[config.mk]
export PLATFORM = sky130hd
export DESIGN_NAME = pico_avm_bridge
export DESIGN_NICKNAME = d
export VERILOG_FILES = /design/src/rtl/pico_avm_bridge.sv
export SDC_FILE = /design/constraint.sdc
export NUM_CORES = 1
export LEC_CHECK = 0
export CORE_ASPECT_RATIO = 0.8
export CORE_MARGIN = 2
export CORE_UTILIZATION = 30
export DETAILED_ROUTE_END_ITERATION = 16
export SLEW_MARGIN = 10
export SYNTH_ARGS = -nofsm -noshare
export SYNTH_HDL_FRONTEND = slang
export SYNTH_SLANG_ARGS = --single-unit
export TNS_END_PERCENT = 20
[constraint.sdc]
create_clock -name clk -period 6 [get_ports clk]
set_input_delay 0.6 -clock clk [delete_from_list [all_inputs] [get_ports clk]]
set_output_delay 0.6 -clock clk [all_outputs]
set_load 0.005 [all_outputs]
[src/rtl/pico_avm_bridge.sv]
// pico_avm_bridge: answers PicoRV32 native-bus requests by running one
// Avalon-MM master transaction per request. All outputs are registered, so
// mem_ready never depends combinationally on the Avalon slave.
//
// Handshakes:
//   CPU side    - a request is taken in IDLE when mem_valid=1. The request is
//                 then latched, so the CPU may change mem_* until mem_ready.
//                 mem_ready is a one-cycle pulse, and mem_rdata is valid with it.
//   Avalon side - avm_read/avm_write and the avm_* qualifiers stay stable while
//                 avm_waitrequest=1. The command is accepted at the first rising
//                 edge with avm_waitrequest=0. Read data is taken on
//                 avm_readdatavalid. Writes need no response.
//   Timeout     - each command has TIMEOUT_CYCLES cycles to finish. When they
//                 run out, the command is abandoned and the CPU still gets
//                 mem_ready. A read that was accepted but never answered leaves
//                 one response owed; that response is swallowed when it arrives.
module pico_avm_bridge #(
  parameter int unsigned TIMEOUT_CYCLES = 1024,
  parameter logic [31:0] ERR_RDATA      = 32'hDEADBEEF
) (
  input  logic        clk,
  input  logic        rst,
  input  logic        mem_valid,
  input  logic [31:0] mem_addr,
  input  logic [31:0] mem_wdata,
  input  logic [3:0]  mem_wstrb,
  output logic        mem_ready,
  output logic [31:0] mem_rdata,
  output logic [31:0] avm_address,
  output logic        avm_read,
  output logic        avm_write,
  output logic [31:0] avm_writedata,
  output logic [3:0]  avm_byteenable,
  input  logic        avm_waitrequest,
  input  logic [31:0] avm_readdata,
  input  logic        avm_readdatavalid,
  output logic        bus_err,
  output logic [31:0] err_addr,
  input  logic        err_clr
);

  localparam int unsigned CNT_W = (TIMEOUT_CYCLES > 1) ? $clog2(TIMEOUT_CYCLES + 1) : 1;
  localparam bit TMO_EN = (TIMEOUT_CYCLES != 0);
  // Value of the counter during the last cycle a command is allowed to take.
  localparam logic [CNT_W-1:0] CNT_LAST = (TIMEOUT_CYCLES > 0) ? CNT_W'(TIMEOUT_CYCLES - 1) : '0;

  typedef enum logic [1:0] {
    IDLE   = 2'd0,
    REQ    = 2'd1,
    RDWAIT = 2'd2,
    DONE   = 2'd3
  } state_e;

  state_e           state_q, state_d;
  logic [CNT_W-1:0] cnt_q, cnt_d;
  logic             owed_q, owed_d;
  logic             mem_ready_q, mem_ready_d;
  logic [31:0]      mem_rdata_q, mem_rdata_d;
  logic [31:0]      avm_address_q, avm_address_d;
  logic             avm_read_q, avm_read_d;
  logic             avm_write_q, avm_write_d;
  logic [31:0]      avm_writedata_q, avm_writedata_d;
  logic [3:0]       avm_byteenable_q, avm_byteenable_d;
  logic             bus_err_q, bus_err_d;
  logic [31:0]      err_addr_q, err_addr_d;
  logic             tmo_hit;
  logic             timeout;
  logic             is_wr_req;

  assign mem_ready      = mem_ready_q;
  assign mem_rdata      = mem_rdata_q;
  assign avm_address    = avm_address_q;
  assign avm_read       = avm_read_q;
  assign avm_write      = avm_write_q;
  assign avm_writedata  = avm_writedata_q;
  assign avm_byteenable = avm_byteenable_q;
  assign bus_err        = bus_err_q;
  assign err_addr       = err_addr_q;

  // Next-state, command, response and error-capture logic.
  always_comb begin
    state_d          = state_q;
    cnt_d            = cnt_q;
    owed_d           = owed_q;
    mem_rdata_d      = mem_rdata_q;
    avm_address_d    = avm_address_q;
    avm_read_d       = avm_read_q;
    avm_write_d      = avm_write_q;
    avm_writedata_d  = avm_writedata_q;
    avm_byteenable_d = avm_byteenable_q;
    bus_err_d        = bus_err_q;
    err_addr_d       = err_addr_q;
    timeout          = 1'b0;
    is_wr_req        = (mem_wstrb != 4'h0);
    tmo_hit          = TMO_EN && (cnt_q >= CNT_LAST);

    // A read is never outstanding while owed is set, so any strobe seen
    // then must be the stale response; drop it.
    if (owed_q && avm_readdatavalid) begin
      owed_d = 1'b0;
    end

    case (state_q)
      IDLE: begin
        // A new read waits until the owed response has been swallowed.
        if (mem_valid && (is_wr_req || !owed_q)) begin
          state_d          = REQ;
          cnt_d            = '0;
          avm_address_d    = {mem_addr[31:2], 2'b00};
          avm_writedata_d  = mem_wdata;
          avm_byteenable_d = is_wr_req ? mem_wstrb : 4'hF;
          avm_read_d       = !is_wr_req;
          avm_write_d      = is_wr_req;
        end
      end
      REQ: begin
        cnt_d = cnt_q + CNT_W'(1);
        if (!avm_waitrequest) begin
          avm_read_d  = 1'b0;
          avm_write_d = 1'b0;
          state_d     = avm_write_q ? DONE : RDWAIT;
        end else if (tmo_hit) begin
          avm_read_d  = 1'b0;
          avm_write_d = 1'b0;
          timeout     = 1'b1;
          state_d     = DONE;
          if (avm_read_q) begin
            mem_rdata_d = ERR_RDATA;
          end
        end
      end
      RDWAIT: begin
        cnt_d = cnt_q + CNT_W'(1);
        if (avm_readdatavalid) begin
          mem_rdata_d = avm_readdata;
          state_d     = DONE;
        end else if (tmo_hit) begin
          // The slave accepted the read, so its response is still to come.
          owed_d      = 1'b1;
          timeout     = 1'b1;
          mem_rdata_d = ERR_RDATA;
          state_d     = DONE;
        end
      end
      DONE: begin
        state_d = IDLE;
      end
      default: begin
        state_d = IDLE;
      end
    endcase

    mem_ready_d = (state_d == DONE);

    // A timeout takes priority over a clear in the same cycle.
    if (timeout) begin
      bus_err_d = 1'b1;
      if (!bus_err_q || err_clr) begin
        err_addr_d = avm_address_q;
      end
    end else if (err_clr) begin
      bus_err_d  = 1'b0;
      err_addr_d = '0;
    end
  end

  // State register with synchronous reset; a reset aborts any transaction.
  always_ff @(posedge clk) begin
    if (rst) begin
      state_q          <= IDLE;
      cnt_q            <= '0;
      owed_q           <= 1'b0;
      mem_ready_q      <= 1'b0;
      mem_rdata_q      <= '0;
      avm_address_q    <= '0;
      avm_read_q       <= 1'b0;
      avm_write_q      <= 1'b0;
      avm_writedata_q  <= '0;
      avm_byteenable_q <= '0;
      bus_err_q        <= 1'b0;
      err_addr_q       <= '0;
    end else begin
      state_q          <= state_d;
      cnt_q            <= cnt_d;
      owed_q           <= owed_d;
      mem_ready_q      <= mem_ready_d;
      mem_rdata_q      <= mem_rdata_d;
      avm_address_q    <= avm_address_d;
      avm_read_q       <= avm_read_d;
      avm_write_q      <= avm_write_d;
      avm_writedata_q  <= avm_writedata_d;
      avm_byteenable_q <= avm_byteenable_d;
      bus_err_q        <= bus_err_d;
      err_addr_q       <= err_addr_d;
    end
  end

endmodule

# Yosys cells after proc, flatten, opt, wreduce, memory -nomap -nowiden
# Index checks and enable logic that the tools add are counted.
# totals
wordCells	78
regBits	148
ramBits	0
output_inout_bits	136
romBits	0
inputBits	106
mem_count	0
latchBits	0
# op_classes
n_addsub	1
shifts	0
magnitude_cmp	1
reduce_logical	19
multipliers	0
bitwise	0
n_div	0
n_mux	34
n_eq_ne	11
# ops
operator	count
2-to-1 mux 32 bit	8
one-hot mux 32 bit (2 select lines)	1
one-hot mux 11 bit (2 select lines)	1
2-to-1 mux 1 bit	14
adder 11 x 1 -> 11 bit (second input constant)	1
greater-or-equal comparator 11 x 10 -> 1 bit (second input constant)	1
2-to-1 mux 11 bit	1
2-to-1 mux 2 bit	4
inequality test 2 bit (second input constant)	4
one-hot mux 2 bit (4 select lines)	1
nonzero test 2 bit	4
equality test 2 bit (second input constant)	3
inequality test 3 bit (second input constant)	2
one-hot mux 1 bit (2 select lines)	3
AND reduction 2 bit	3
AND reduction 5 bit	1
2-to-1 mux 4 bit	1
nonzero test 4 bit	1
logical NOT 1 bit	3
AND reduction 3 bit	1
equality test 2 x 1 -> 1 bit (second input constant)	1
logical AND 1 bit	2
logical NOT 2 bit	1
logical OR 1 bit	2
other kinds (2)	2

# Depth between registers and ports, before layout
# logic_depth
depth_word	6
ltp_mapped	9

# Least setup slack after synthesis
# Ideal clock, no wire load.
# synth_path
kind	in2reg
startpoint	in mem_wstrb[0]
endpoint	reg avm_address_q[22], in the netlist avm_address[22]
path_buffers	3
t_arrival_ps	1913
t_required_ps	5930
setup_slack_ps	4017
cell_stages	7
cell_sequence	or4_1 clkbuf_1 o21ai_2 buf_4 buf_4 nand2_1 a21oi_1
# synth_via
elab_chain_cells	4
# synth_lines
element	line_no	source
start, declared	26	input logic [3:0] mem_wstrb,
nonzero test 4 bit	94	is_wr_req = (mem_wstrb != 4'h0);
logical OR 1 bit	106	if (mem_valid && (is_wr_req || !owed_q)) begin
logical AND 1 bit	106	
AND reduction 2 bit (no source line)	n/a	
end signal, assigned	188	avm_address_q <= avm_address_d;
end, declared	59	logic [31:0] avm_address_q, avm_address_d;
# No other way between the ends.
# A chain may end at the register's enable or synchronous reset.

# Worst setup path in the final report
# layout_path
startpoint	reg state_q[1]
endpoint	reg mem_rdata_q[13], in the netlist mem_rdata[13]
# layout_via
elab_chain_cells	3
elab_cells_between_ends	9
classes_between	eq/ne: 6; mux: 1; reduce/logical: 2
# layout_lines
element	line_no	source
start, declared	54	state_e state_q, state_d;
start signal, assigned	183	state_q <= state_d;
equality test 2 bit / equality test 2 x 1 -> 1 bit (equally long branches)	103	case (state_q)
inequality test 3 bit (no source line) (tied with other cells)	n/a	
AND reduction 5 bit (no source line)	n/a	
end signal, assigned	187	mem_rdata_q <= mem_rdata_d;
end, declared	58	logic [31:0] mem_rdata_q, mem_rdata_d;
# Several ways; a longest one is shown, not always the timed one.

==> qor.yml <==
status: "finished clean"
hold_path_class: "reg -> reg"
h-tree-depth: 4
p_leak_uw: 0.00323
tritoncts: "yes"
crit_slowest_cell: "a21o_1"
crit_path_end_kind: "register"
clockBufferDepth: 2
root_buffer: "clkbuf_16"
worstPathArrival_ps: 3340
rows: 45
insertion_delay_ps: 430
multi_input_area_um2: 2520
drv_cap: 0
cts_resized: 0
synth_area_per_cell_um2: 8.64
setup_viol: 0
ys_seq_area_frac: 0.511
drive_gt1_frac: 0.0574
peakVddDrop_mv: 0.156
initial_utilization: 0.304
fillers: 1868
relSlewSlack: 0.332
critPathLaunchType: "register"
dp.cells: 1114
cp_max_fo: 24
antenna_found_initial: 0
timing.final.max_slew_violations: 0
synth.distinct_cells: 45
drt_first_iter_violations: 283
fin_crit_sh: 0.497
antenna_left: 0
max_stage_delay_ps: 720
max_freq_ghz: 0.336
vias: 5497
final_common_cell: "clkdlybuf4s50_1"
cts_buffers: 17
pin_count: 242
crit_required_ps: 6360
ff2ff_setup_slack_ps: 3020
yosys_warnings: 0
dp_hpwl_mm: 11.6
finalClockSkew_ps: 12.9
rsz0062_at_grt: "false"
finalHoldViolations: 0
min_from: "mem_rdata[22]"
wl_per_cell_um: 15.4
r2r_cells: 6
final-seq-area_um2: 2920
grt_max_degree: 61
crit_path_start: "state_q[1]"
overflow: 0
wirelength_mm: 17.7
period_minus_slack_ps: 2980
setup_tns_ps: 0
areaGrowthSynthToFinish_pct: 53.2
die_w_um: 158
path_cells: "inv_1 > ha_1 > nand3b_1 > o21ai_0 > a21o_1 > a221o_1"
worstSetupPathType: "reg -> reg"
core_um2: 18800
cts_hold_buf: 0
dieArea_um2: 20200
final_nets: 986
ys_seq_elements: 146
drt_first_pass_iters: 4
final_cell_mix: "clkdlybuf4s50_1 (234), dfxtp_1 (146), nand2_1 (144)"
worst_slew_pin_slew_ps: 999
grt_pass1_wl_mm: 27.5
netlist_instances: 662
vias_per_cell: 4.80
clock_sinks: 146
place_congestion: 0.777
reg2reg_from: "state_q[1]"
grt_pass1_vias: 5104
finalNonFillerCells: 1146
path_clk_slew_ps: 70
diodes: 0
p_per_area_nw_per_um2: 345
die_h_um: 127
drc_errors: 0
r2r-end: "mem_rdata[13]"
syn-cell-area_um2: 5720
cp-endpoint: "mem_rdata[13]"
grt_usage: 0.173
port_buffers: 235
cts_setup_buffers: 0
[state kept, by name, indices dropped and copies added, names as in the netlist, 2 cells and up]
signal	count
avm_address	30
avm_byteenable	4
avm_writedata	32
cnt_q	11
err_addr	30
mem_rdata	32
state_q	2
[Yosys cell counts (all sizes together)]
cell	number	share of area
a21boi	1	0.0013
a21o	2	0.0026
a21oi	81	0.071
a221o	25	0.044
a22o	30	0.046
a22oi	1	0.0013
a31o	1	0.0015
and2	3	0.0033
and4	1	0.0015
buf	23	0.030
clkbuf	27	0.018
conb	1	0.00066
dfxtp	146	0.51
ha	5	0.011
inv	7	0.0046
mux2	1	0.0020
mux2i	2	0.0035
nand2	144	0.095
nand2b	1	0.0011
nand3	13	0.014
nand3b	3	0.0039
nand4	2	0.0033
nor2	66	0.043
nor3	18	0.016
nor3b	2	0.0046
nor4	2	0.0059
nor4b	2	0.0031
o211ai	2	0.0044
o21a	1	0.0013
o21ai	37	0.033
o31ai	1	0.0013
o41ai	1	0.0048
or3	3	0.0033
or4	1	0.0013
xnor2	5	0.0077
xor2	1	0.0015
[metrics by stage]
| step | cell area, µm² | total power (µW) | hold slack (ps) | worst slack, ps | utilization |
|---|---|---|---|---|---|
| floorplan | 5730 | 1600 | 448 | 4020 | - |
| global placement | 8190 | 2000 | 438 | 2650 | 0.435 |
| detailed placement | 8190 | 2000 | 446 | 2640 | 0.435 |
| CTS | 8760 | 3060 | 452 | 3010 | 0.466 |
| global route | 8760 | 3200 | 476 | 2700 | 0.466 |
| finish | 8760 | 3020 | 449 | 3020 | 0.466 |
[how the worst min path moves through the flow]
stage	slack, ps	end	depth (start not counted)
finish	450	mem_rdata[22]	2
global route	480	avm_writedata[21]	2
CTS	450	mem_rdata[8]	2
detailed placement	450	mem_rdata[4]	2
global placement	440	mem_rdata[8]	2
floorplan	450	mem_rdata[14]	2
[cell families after synthesis]
family,synth area share
fa+ha+maj,0.0109
mux,0.00547
compound gates,0.212
xor+xnor,0.00919
flops,0.511
simple gates,0.198
buf+inv,0.0519
other cells,0.000656
[worst max-delay path: cells and delay by family, from the launching register on]
family,cells,cell delay (ps)
AND/OR/NAND/NOR,1,660
AO/OA/AOI/OAI,3,1340
buffers and inverters,1,130
adder cells (fa/ha/maj),1,450
flip-flops,1,320
[power breakdown]
part	switching (µW)	internal [µW]
registers	78.6	1100
clock network	462	582
logic	404	401
[metal layers]
metal / track usage / vias to the layer above / share of wire
met1: 0.223 / 2550 / 0.46
met2: 0.254 / 200 / 0.42
met4: 0.0652 / 0 / 0.019
met5: 0 / - / 0
li1: - / 2723 / -
met3: 0.0787 / 24 / 0.11
[final cells by class]
class,instances,share of cell area
timing repair buffer,241,0.273
tap,258,0.0369
sequential,146,0.334
clock inverter,15,0.0170
clock buffer,17,0.0486
multi-input combinational,462,0.288
inverter,7,0.00300
(Power assumes the default switching activity.)
